`src/rtl/sonic_scheduler.sv`:
```
// Round-robin scheduler for two ultrasonic ranging sensors: trigger, echo timing,
// distance conversion and timeout handling, one fixed-length slot per sensor.
module sonic_scheduler #(
  parameter int unsigned CLK_PER_US = 100,
  parameter int unsigned TRIG_US    = 10,
  parameter int unsigned TIMEOUT_US = 30000,
  parameter int unsigned SLOT_US    = 50000,
  parameter int unsigned NEAR_CM    = 10
) (
  input  logic        clk,
  input  logic        rst,
  input  logic        enable,
  input  logic        echo0,
  input  logic        echo1,
  output logic        trig0,
  output logic        trig1,
  output logic [19:0] distance0,
  output logic [19:0] distance1,
  output logic        valid0,
  output logic        valid1,
  output logic        timeout0,
  output logic        timeout1,
  output logic        near0,
  output logic        near1,
  output logic        active,
  output logic        busy
);

  localparam int unsigned DIST_W = 20;
  localparam int unsigned PRE_W  = (CLK_PER_US > 1) ? $clog2(CLK_PER_US) : 1;
  localparam int unsigned US_MAX = (SLOT_US > TRIG_US + TIMEOUT_US) ? SLOT_US
                                                                    : TRIG_US + TIMEOUT_US;
  localparam int unsigned US_W   = $clog2(US_MAX + 1);

  localparam logic [PRE_W-1:0]  PRE_END   = PRE_W'(CLK_PER_US - 1);
  localparam logic [US_W-1:0]   TRIG_END  = US_W'(TRIG_US - 1);
  localparam logic [US_W-1:0]   TO_END    = US_W'(TRIG_US + TIMEOUT_US - 1);
  localparam logic [US_W-1:0]   SLOT_END  = US_W'(SLOT_US - 1);
  localparam logic [DIST_W-1:0] TO_DIST   = DIST_W'(999);
  localparam logic [DIST_W-1:0] NEAR_LIM  = DIST_W'(NEAR_CM);
  localparam logic [DIST_W-1:0] WIDTH_MAX = {DIST_W{1'b1}};

  typedef enum logic [2:0] {IDLE, TRIG, WAIT_RISE, MEASURE, HOLD} state_e;

  state_e                  state_q, state_d;
  logic                    active_q, active_d;
  logic [PRE_W-1:0]        pre_q, pre_d;
  logic [US_W-1:0]         us_q, us_d;
  logic [DIST_W-1:0]       width_q, width_d;
  logic [1:0][DIST_W-1:0]  dist_q, dist_d;
  logic [1:0]              valid_q, valid_d;
  logic [1:0]              tout_q, tout_d;
  logic [1:0]              near_q, near_d;
  logic [1:0]              trig_q, trig_d;
  logic                    busy_q, busy_d;
  logic [1:0]              meta_q, sync_q, prev_q;

  logic                    tick;
  logic                    timed_out;
  logic                    echo_rise;
  logic                    echo_fall;
  logic [31:0]             prod;
  logic [DIST_W-1:0]       width_cm;

  // Slot-relative microsecond tick; only the active sensor's synchronized edges matter
  assign tick      = (pre_q == PRE_END);
  assign timed_out = tick && (us_q == TO_END);
  assign echo_rise = sync_q[active_q] & ~prev_q[active_q];
  assign echo_fall = ~sync_q[active_q] & prev_q[active_q];
  assign prod      = 32'(width_q) * 32'd17;
  assign width_cm  = DIST_W'(prod / 32'd1000);

  always_ff @(posedge clk or negedge rst) begin
    if (!rst) begin
      meta_q <= '0;
      sync_q <= '0;
      prev_q <= '0;
    end else begin
      meta_q <= {echo1, echo0};
      sync_q <= meta_q;
      prev_q <= sync_q;
    end
  end

  always_ff @(posedge clk or negedge rst) begin
    if (!rst) begin
      state_q  <= IDLE;
      active_q <= 1'b0;
      pre_q    <= '0;
      us_q     <= '0;
      width_q  <= '0;
      dist_q   <= '0;
      valid_q  <= '0;
      tout_q   <= '0;
      near_q   <= '0;
      trig_q   <= '0;
      busy_q   <= 1'b0;
    end else begin
      state_q  <= state_d;
      active_q <= active_d;
      pre_q    <= pre_d;
      us_q     <= us_d;
      width_q  <= width_d;
      dist_q   <= dist_d;
      valid_q  <= valid_d;
      tout_q   <= tout_d;
      near_q   <= near_d;
      trig_q   <= trig_d;
      busy_q   <= busy_d;
    end
  end

  always_comb begin
    state_d  = state_q;
    active_d = active_q;
    pre_d    = tick ? '0 : pre_q + PRE_W'(1);
    us_d     = tick ? us_q + US_W'(1) : us_q;
    width_d  = width_q;
    dist_d   = dist_q;
    valid_d  = '0;
    tout_d   = tout_q;
    near_d   = near_q;

    case (state_q)
      IDLE: begin
        pre_d = '0;
        us_d  = '0;
        if (enable) state_d = TRIG;
      end
      TRIG: begin
        if (tick && (us_q == TRIG_END)) state_d = WAIT_RISE;
      end
      WAIT_RISE: begin
        if (timed_out) begin
          dist_d[active_q]  = TO_DIST;
          tout_d[active_q]  = 1'b1;
          valid_d[active_q] = 1'b1;
          state_d           = HOLD;
        end else if (echo_rise) begin
          width_d = '0;
          state_d = MEASURE;
        end
      end
      MEASURE: begin
        if (tick && (width_q != WIDTH_MAX)) width_d = width_q + DIST_W'(1);
        if (echo_fall) begin
          dist_d[active_q]  = width_cm;
          tout_d[active_q]  = 1'b0;
          valid_d[active_q] = 1'b1;
          state_d           = HOLD;
        end else if (timed_out) begin
          dist_d[active_q]  = TO_DIST;
          tout_d[active_q]  = 1'b1;
          valid_d[active_q] = 1'b1;
          state_d           = HOLD;
        end
      end
      HOLD: begin
        // Slot boundary: hand over to the other sensor and restart slot timing
        if (tick && (us_q == SLOT_END)) begin
          active_d = ~active_q;
          pre_d    = '0;
          us_d     = '0;
          state_d  = enable ? TRIG : IDLE;
        end
      end
      default: state_d = IDLE;
    endcase

    // Near flags follow one cycle behind each distance update
    for (int i = 0; i < 2; i++) begin
      if (valid_q[i]) near_d[i] = (dist_q[i] <= NEAR_LIM) && !tout_q[i];
    end

    trig_d = '0;
    if (state_d == TRIG) trig_d[active_d] = 1'b1;
    busy_d = (state_d != IDLE);
  end

  assign trig0     = trig_q[0];
  assign trig1     = trig_q[1];
  assign distance0 = dist_q[0];
  assign distance1 = dist_q[1];
  assign valid0    = valid_q[0];
  assign valid1    = valid_q[1];
  assign timeout0  = tout_q[0];
  assign timeout1  = tout_q[1];
  assign near0     = near_q[0];
  assign near1     = near_q[1];
  assign active    = active_q;
  assign busy      = busy_q;

endmodule

```
`config.mk`:
```
export PLATFORM = sky130hd
export DESIGN_NAME = sonic_scheduler
export DESIGN_NICKNAME = d
export VERILOG_FILES = /design/src/rtl/sonic_scheduler.sv
export SDC_FILE = /design/constraint.sdc
export NUM_CORES = 1
export LEC_CHECK = 0
export BUFFER_PORTS_ARGS = -buffer_cell sky130_fd_sc_hd__buf_2
export CAP_MARGIN = 10
export CORE_UTILIZATION = 57
export DETAILED_ROUTE_END_ITERATION = 8
export PLACE_DENSITY = 0.77
export RECOVER_POWER = 25
export SLEW_MARGIN = 20
export SYNTH_ARGS = -nofsm -noshare
export SYNTH_HDL_FRONTEND = slang
export SYNTH_SLANG_ARGS = --single-unit
```
`constraint.sdc`:
```
create_clock -name clk -period 12.26 [get_ports clk]
set_clock_uncertainty 0.1 [all_clocks]
set_input_delay 2.452 -clock clk [delete_from_list [all_inputs] [get_ports clk]]
set_output_delay 2.452 -clock clk [all_outputs]
set_load 0.005 [all_outputs]
```
==> impl_metrics.py, run 1 <==
metrics = {
    "synthesis": {
        "seq_area_frac_synth": 0.254,
        "synth_top_area_share": 0.254,
        "yosysTopAreaCell": "dfrtp_1",
        "synth_nets": 1257,
        "synth_xor_area_frac": 0.0779,
        "ys_top_cells_by_area": "dfrtp_1, nor2_1, ha_1, nand2_1, xnor2_1",
        "synth_seq_cells": 102,
        "yosysUniqueCellTypes": 117,
        "synth_compound_area_frac": 0.306,
        "synth-simple-area-share": 0.245,
        "muxShareOfSynthArea": 0.0342,
        "synth-edff-count": 0,
        "synth_cells": 1214,
        "ys.flop_type": "dfrtp_1",
        "synthAdderAreaFrac": 0.0510,
        "avgSynthCellArea_sq_um": 8.28,
        "synth_top_family_by_area": "compound AO/OA/AOI/OAI gates",
        "ys.warnings.count": 0,
        "synth_area_sq_mm": 0.0101,
        "synthArstFlopShare": 1.00,
    },
    "setup_path": {
        "crit_path_frequent_cell": "buf_4",
        "crit_type": "reg2reg",
        "critPathMaxStageDelay_ps": 460,
        "slowest_stage": "a221o_1",
        "critPathLaunchType": "register",
        "ff2ff_setup_slack_ps": 70,
        "end_kind": "register",
        "crit_fanout": 9,
        "r2r_end": "distance1[0]$_DFFE_PN0P_",
        "critPathRequiredTime_ps": 12380,
        "worstPathArrival_ps": 12310,
        "reg2reg_depth": 47,
        "r2r-start": "width_q[5]$_DFFE_PN0P_",
    },
    "sta": {
        "finalHoldViolCount": 0,
        "max_slew_margin": -2.04,
        "finalCritPeriodShare": 0.994,
        "worst_pin_slew_ps": 4570,
        "setup_viol": 0,
        "period_needed_ps": 12190,
        "fmax_ghz": 0.0821,
        "rsz0062_at_grt": "yes",
        "drv_slew": 89,
        "setup_tns_ps": 0,
        "setup_slack_ps": 74.5,
        "whs_ps": 267,
    },
    "placement": {
        "place_ws_ps": -433,
        "gp_congestion": 0.976,
        "io_buffer_count": 54,
        "dpl.hpwl_mm": 20.3,
    },
    "clock_network": {
        "clk_path_buf_depth": 2,
        "htreeDepth": 3,
        "path_clk_slew_ps": 70,
        "cts_buffers": 9,
        "cts-root-buf": "clkbuf_16",
        "insertion_delay_ps": 350,
        "cts_tree": "done",
        "cts.sinks": 102,
    },
    "power_and_ir_drop": {
        "internal_power_mw": 0.502,
        "ir_worst_vdd_mv": 0.0773,
        "p_clk_frac": 0.422,
        "seqPwrFrac": 0.538,
        "power.density_mw_per_mm2": 51.4,
        "total_leakage_power_nw": 5.39,
        "switching_power_mw": 0.154,
        "combPwrFrac": 0.040,
        "p_sw_frac": 0.235,
    },
    "grt": {
        "grt_pass1_wl_mm": 44.8,
        "antenna_found_initial": 0,
        "grt_usage": 0.299,
        "overflow": 0,
        "grt_max_degree": 89,
        "grt_pass1_vias": 9348,
    },
    "final_layout": {
        "post-route-util": 0.741,
        "layout_commonest_cell": "buf_4",
        "nets": 1419,
        "layout-drive-gt1-share": 0.307,
        "n_antenna_cell": 0,
        "syn2layout_area_growth_pct": 27.0,
        "layout_common_cells": "buf_4, nor2_1, nand2_1",
    },
    "floorplan": {
        "pin_count": 55,
        "die_w_um": 135,
        "rows": 48,
        "die_y_um": 135,
        "core_area_sq_mm": 0.0172,
        "initial_core_util": 0.583,
        "die_area_sq_mm": 0.0182,
    },
    "worst_hold_path": {
        "min_path_cells": 0,
        "min_path_type": "reg2reg",
        "hp-start": "meta_q[1]$_DFF_PN0_",
        "min_to": "sync_q[1]$_DFF_PN0_",
    },
    "drt": {
        "wl_per_cell_um": 18.9,
        "detail_route.iter0.violations": 913,
        "first_pass_iters": 6,
        "drc": 0,
        "finalWirelength_mm": 30.4,
        "ant_nets": 0,
        "vias": 10700,
        "routed_via_density": 6.64,
    },
    "run_status": {
        "violations": "capacitance limit, slew limit",
        "outcome": "finished with violations",
    },
    "run": {
        "cap_violations": 1,
    },
}
## repair_timing
item	4_1_cts	5_1_grt
hold buffers	0	0
pin swaps	18	61
setup endpoints to repair	4	4
setup buffers	20	28
resized for setup	58	139
gates cloned	0	1
## flip-flops by register name (all words and copies together), names as in the netlist
name / count
state_q: 3
prev_q: 2
tout_q: 2
us_q: 16
sync_q: 2
busy: 1
meta_q: 2
trig_q: 2
near_q: 2
pre_q: 7
distance1: 20
active: 1
distance0: 20
valid_q: 2
width_q: 20
## power by group through the flow
stage          clock [mW]  combinational (mW)  sequential [mW]
5_1_grt             0.292              0.0310            0.354
2_1_floorplan           0              0.0163            0.358
6_report            0.277              0.0262            0.353
3_3_place_gp            0              0.0269            0.359
4_1_cts             0.280              0.0276            0.353
3_5_place_dp            0              0.0273            0.359
## cell usage after synthesis, drive strengths merged (6+ instances only)
cell     instances
and2            19
nor2b            7
o31ai           13
a21o            18
mux2i           18
xor2            39
nor3            50
o221ai           7
xnor2           47
a31oi           20
nand3           36
nand2b           6
o211ai          23
or4              7
mux2            11
a31o             6
o22ai            6
ha              37
a211o           13
nor4            22
a21oi           72
dfrtp          102
o41ai            7
o211a            8
inv             16
o31a             9
nand4           25
or2             11
or3             17
a211oi          24
clkbuf          29
nor2           141
o2111ai          7
and3            15
o21a            17
o21ai           71
a221oi           9
a22o             7
nand2          116
and4             6
buf             20
## layer usage
| metal | wire (um) | share of wire | GRT usage | vias up |
|---|---|---|---|---|
| met3 | 1630 | 0.054 | 0.0345 | 96 |
| met2 | 14800 | 0.49 | 0.497 | 446 |
| li1 | - | - | - | 4953 |
| met5 | 0 | 0 | 0 | - |
| met4 | 1150 | 0.038 | 0.105 | 0 |
| met1 | 12800 | 0.42 | 0.401 | 5165 |
## worst max-delay path: cells and delay by family, from the launching register on
kind                       cells  cell delay, ps
buffers and inverters          6             960
xor gates and xnor gates       1             220
muxes                          3             920
adders and majority gates      2             540
AOI/OAI and AO/OA             26            6770
DFF                            1             420
and+or+nand+nor                9            2120
## cell type report
| class | count | area, sq um |
|---|---|---|
| multi-input combinational | 1045 | 8180 |
| fill | 1189 | 4470 |
| sequential | 102 | 2560 |
| timing repair buffer | 200 | 1390 |
| tap | 225 | 282 |
| clock buffer | 10 | 239 |
| inverter | 18 | 67.6 |
| clock inverter | 6 | 50.0 |
## cells by family after synthesis
| kind of cell | after synthesis |
|---|---|
| AOI/OAI and AO/OA | 397 |
| xor gates and xnor gates | 86 |
| adders and majority gates | 41 |
| buffers and inverters | 67 |
| DFF | 102 |
| muxes | 29 |
| and+or+nand+nor | 492 |
## how the worst max path moves through the flow
| stage | from | to | slack (ps) | depth (start not counted) |
|---|---|---|---|---|
| after CTS | width_q[5]$_DFFE_PN0P_ | distance1[0]$_DFFE_PN0P_ | 20 | 46 |
| after floorplan | width_q[5]$_DFFE_PN0P_ | distance1[0]$_DFFE_PN0P_ | 20 | 47 |
| final | width_q[5]$_DFFE_PN0P_ | distance1[0]$_DFFE_PN0P_ | 70 | 47 |
| after global routing | width_q[5]$_DFFE_PN0P_ | distance0[0]$_DFFE_PN0P_ | -410 | 49 |
| after detailed placement | width_q[5]$_DFFE_PN0P_ | distance1[0]$_DFFE_PN0P_ | -430 | 43 |
| after global placement | width_q[5]$_DFFE_PN0P_ | distance0[0]$_DFFE_PN0P_ | -180 | 44 |
## through the flow
step | power [mW] | instance area [sq um] | instances
after floorplan | 0.374 | 10100 | 1214
after global placement | 0.386 | 11100 | 1541
after detailed placement | 0.387 | 11100 | 1541
after CTS | 0.660 | 11900 | 1577
after global routing | 0.678 | 12800 | 1606
final | 0.656 | 12800 | 1606
Power figures use the tool's default switching activity.
==> run 2: changes to the inputs <==
- CORE_ASPECT_RATIO: not set -> 0.7
==> impl_metrics.py, run 2 (synthesis results as in run 1) <==
metrics = {
    "clock_network": {
        "cts-root-buf": "clkbuf_16",
        "cts.sinks": 102,
        "cts_buffers": 9,
        "insertion_delay_ps": 340,
        "clk_path_buf_depth": 2,
        "htreeDepth": 3,
        "path_clk_slew_ps": 80,
        "cts_tree": "done",
    },
    "run": {
        "cap_violations": 1,
    },
    "run_status": {
        "violations": "capacitance limit, slew limit, setup timing",
        "outcome": "finished with violations",
    },
    "drt": {
        "ant_nets": 0,
        "route.met3.wl_mm": 3.12,
        "finalWirelength_mm": 32.8,
        "dr_wl_met2_mm": 14.6,
        "routed_via_density": 6.72,
        "first_pass_iters": 8,
        "vias": 11200,
        "wl_per_cell_um": 19.7,
        "detail_route.iter0.violations": 1379,
        "wl_met1_mm": 14.7,
        "drc": 0,
        "highest-signal-layer": "met4",
    },
    "sta": {
        "max_slew_margin": -1.89,
        "period_needed_ps": 12360,
        "worst_pin_slew_ps": 4330,
        "setup_viol": 2,
        "drv_slew": 85,
        "finalCritPeriodShare": 1.01,
        "fmax_ghz": 0.0809,
        "finalHoldViolCount": 0,
        "setup_slack_ps": -103,
        "whs_ps": 258,
        "rsz0062_at_grt": "yes",
    },
    "setup_path": {
        "cp.depth": 47,
        "slowest_stage": "or4b_4",
        "crit_family": "compound AO/OA/AOI/OAI gates",
        "critPathMaxStageDelay_ps": 530,
        "critPathRequiredTime_ps": 12390,
        "crit_path_frequent_cell": "buf_4",
        "reg2reg_depth": 47,
        "crit_fanout": 8,
        "critPathLaunchType": "register",
        "crit_type": "reg2reg",
        "path_buf_inv": 6,
        "end_kind": "register",
        "worstPathArrival_ps": 12490,
    },
    "placement": {
        "gp_congestion": 0.973,
        "dpl.hpwl_mm": 21.7,
        "io_buffer_count": 54,
        "place_ws_ps": -382,
    },
    "floorplan": {
        "die_area_sq_mm": 0.0182,
        "initial_core_util": 0.584,
        "rows": 40,
        "core_area_sq_mm": 0.0172,
        "die_y_um": 113,
        "pin_count": 55,
        "die_w_um": 161,
    },
    "grt": {
        "overflow": 0,
        "grt_usage": 0.316,
        "grt_pass1_vias": 9478,
        "grt_pass1_wl_mm": 47.6,
        "grt_max_degree": 85,
        "antenna_found_initial": 0,
    },
    "power_and_ir_drop": {
        "total_leakage_power_nw": 5.73,
        "switching_power_mw": 0.157,
        "p_sw_frac": 0.234,
        "p_clk_frac": 0.435,
        "combPwrFrac": 0.041,
        "ir_worst_vdd_mv": 0.155,
        "seqPwrFrac": 0.524,
        "internal_power_mw": 0.517,
        "power.density_mw_per_mm2": 50.9,
    },
    "final_layout": {
        "n_antenna_cell": 0,
        "layout_commonest_cell": "buf_4",
        "layout_common_cells": "buf_4, nor2_1, nand2_1",
        "nets": 1476,
        "syn2layout_area_growth_pct": 31.7,
        "layout-drive-gt1-share": 0.335,
    },
    "worst_hold_path": {
        "min_path_cells": 0,
        "min_path_type": "reg2reg",
    },
}
==> run 2: changes by cell type in the layout (fill, tap and decap cells not counted), sizes merged <==
| cell | delta |
|---|---|
| clkbuf | -1 |
| or2 | +1 |
| buf | +56 |
| bufinv | +1 |
| inv | -1 |
| clkinv | +1 |
==> run 2: path summary, 6_finish.rpt <==
check	endpoint	slack, ps	from
max	distance1[0]$_DFFE_PN0P_	-100	width_q[1]$_DFFE_PN0P_
min	sync_q[1]$_DFF_PN0_	260	meta_q[1]$_DFF_PN0_
max reg2reg	distance1[0]$_DFFE_PN0P_	-100	width_q[1]$_DFFE_PN0P_
min in group asynchronous	us_q[14]$_DFF_PN0_	2170	rst
min reg2reg	sync_q[1]$_DFF_PN0_	260	meta_q[1]$_DFF_PN0_
max in group asynchronous	width_q[10]$_DFFE_PN0P_	4900	rst
==> run 2: per-stage QoR <==
step	power [mW]	cells	area [sq um]	setup TNS [ps]	utilization
final	0.674	1669	13200	-204	0.769
after global routing	0.695	1669	13200	-960	0.769
after CTS	0.677	1597	11800	0	0.685
after detailed placement	0.388	1576	11300	-970	0.657
after global placement	0.386	1576	11300	-198	0.657
after floorplan	0.374	1214	10100	0	-
==> run 2: power by group through the flow <==
| stage | Clock (mW) | Sequential [mW] | Combinational [mW] |
|---|---|---|---|
| floorplan | 0 | 0.358 | 0.0163 |
| global placement | 0 | 0.359 | 0.0272 |
| detailed placement | 0 | 0.360 | 0.0288 |
| CTS | 0.295 | 0.353 | 0.0290 |
| global route | 0.308 | 0.354 | 0.0325 |
| finish | 0.293 | 0.353 | 0.0277 |
==> run 2: area by class of cell <==
type | instances | area [sq um]
fillers | 1100 | 3980
multi-input cells | 1046 | 8190
clock buffers | 9 | 225
clock inverters | 7 | 80.1
flip-flops and latches | 102 | 2560
well taps | 231 | 289
repair buffers | 256 | 1820
inverters | 18 | 67.6
==> run 2: repair_timing <==
item | in CTS | in global routing
setup buffers | 5 | 70
gates resized for setup | 21 | 181
gates cloned | 0 | 3
pin swaps | 3 | 90
hold buffers | 0 | 0
setup endpoints to repair | 4 | 6
==> run 2: per-layer routing <==
layer,up-vias,GRT usage
met5,-,0
met2,690,0.466
met4,0,0.0459
li1,5100,-
met1,5366,0.491
met3,58,0.0524
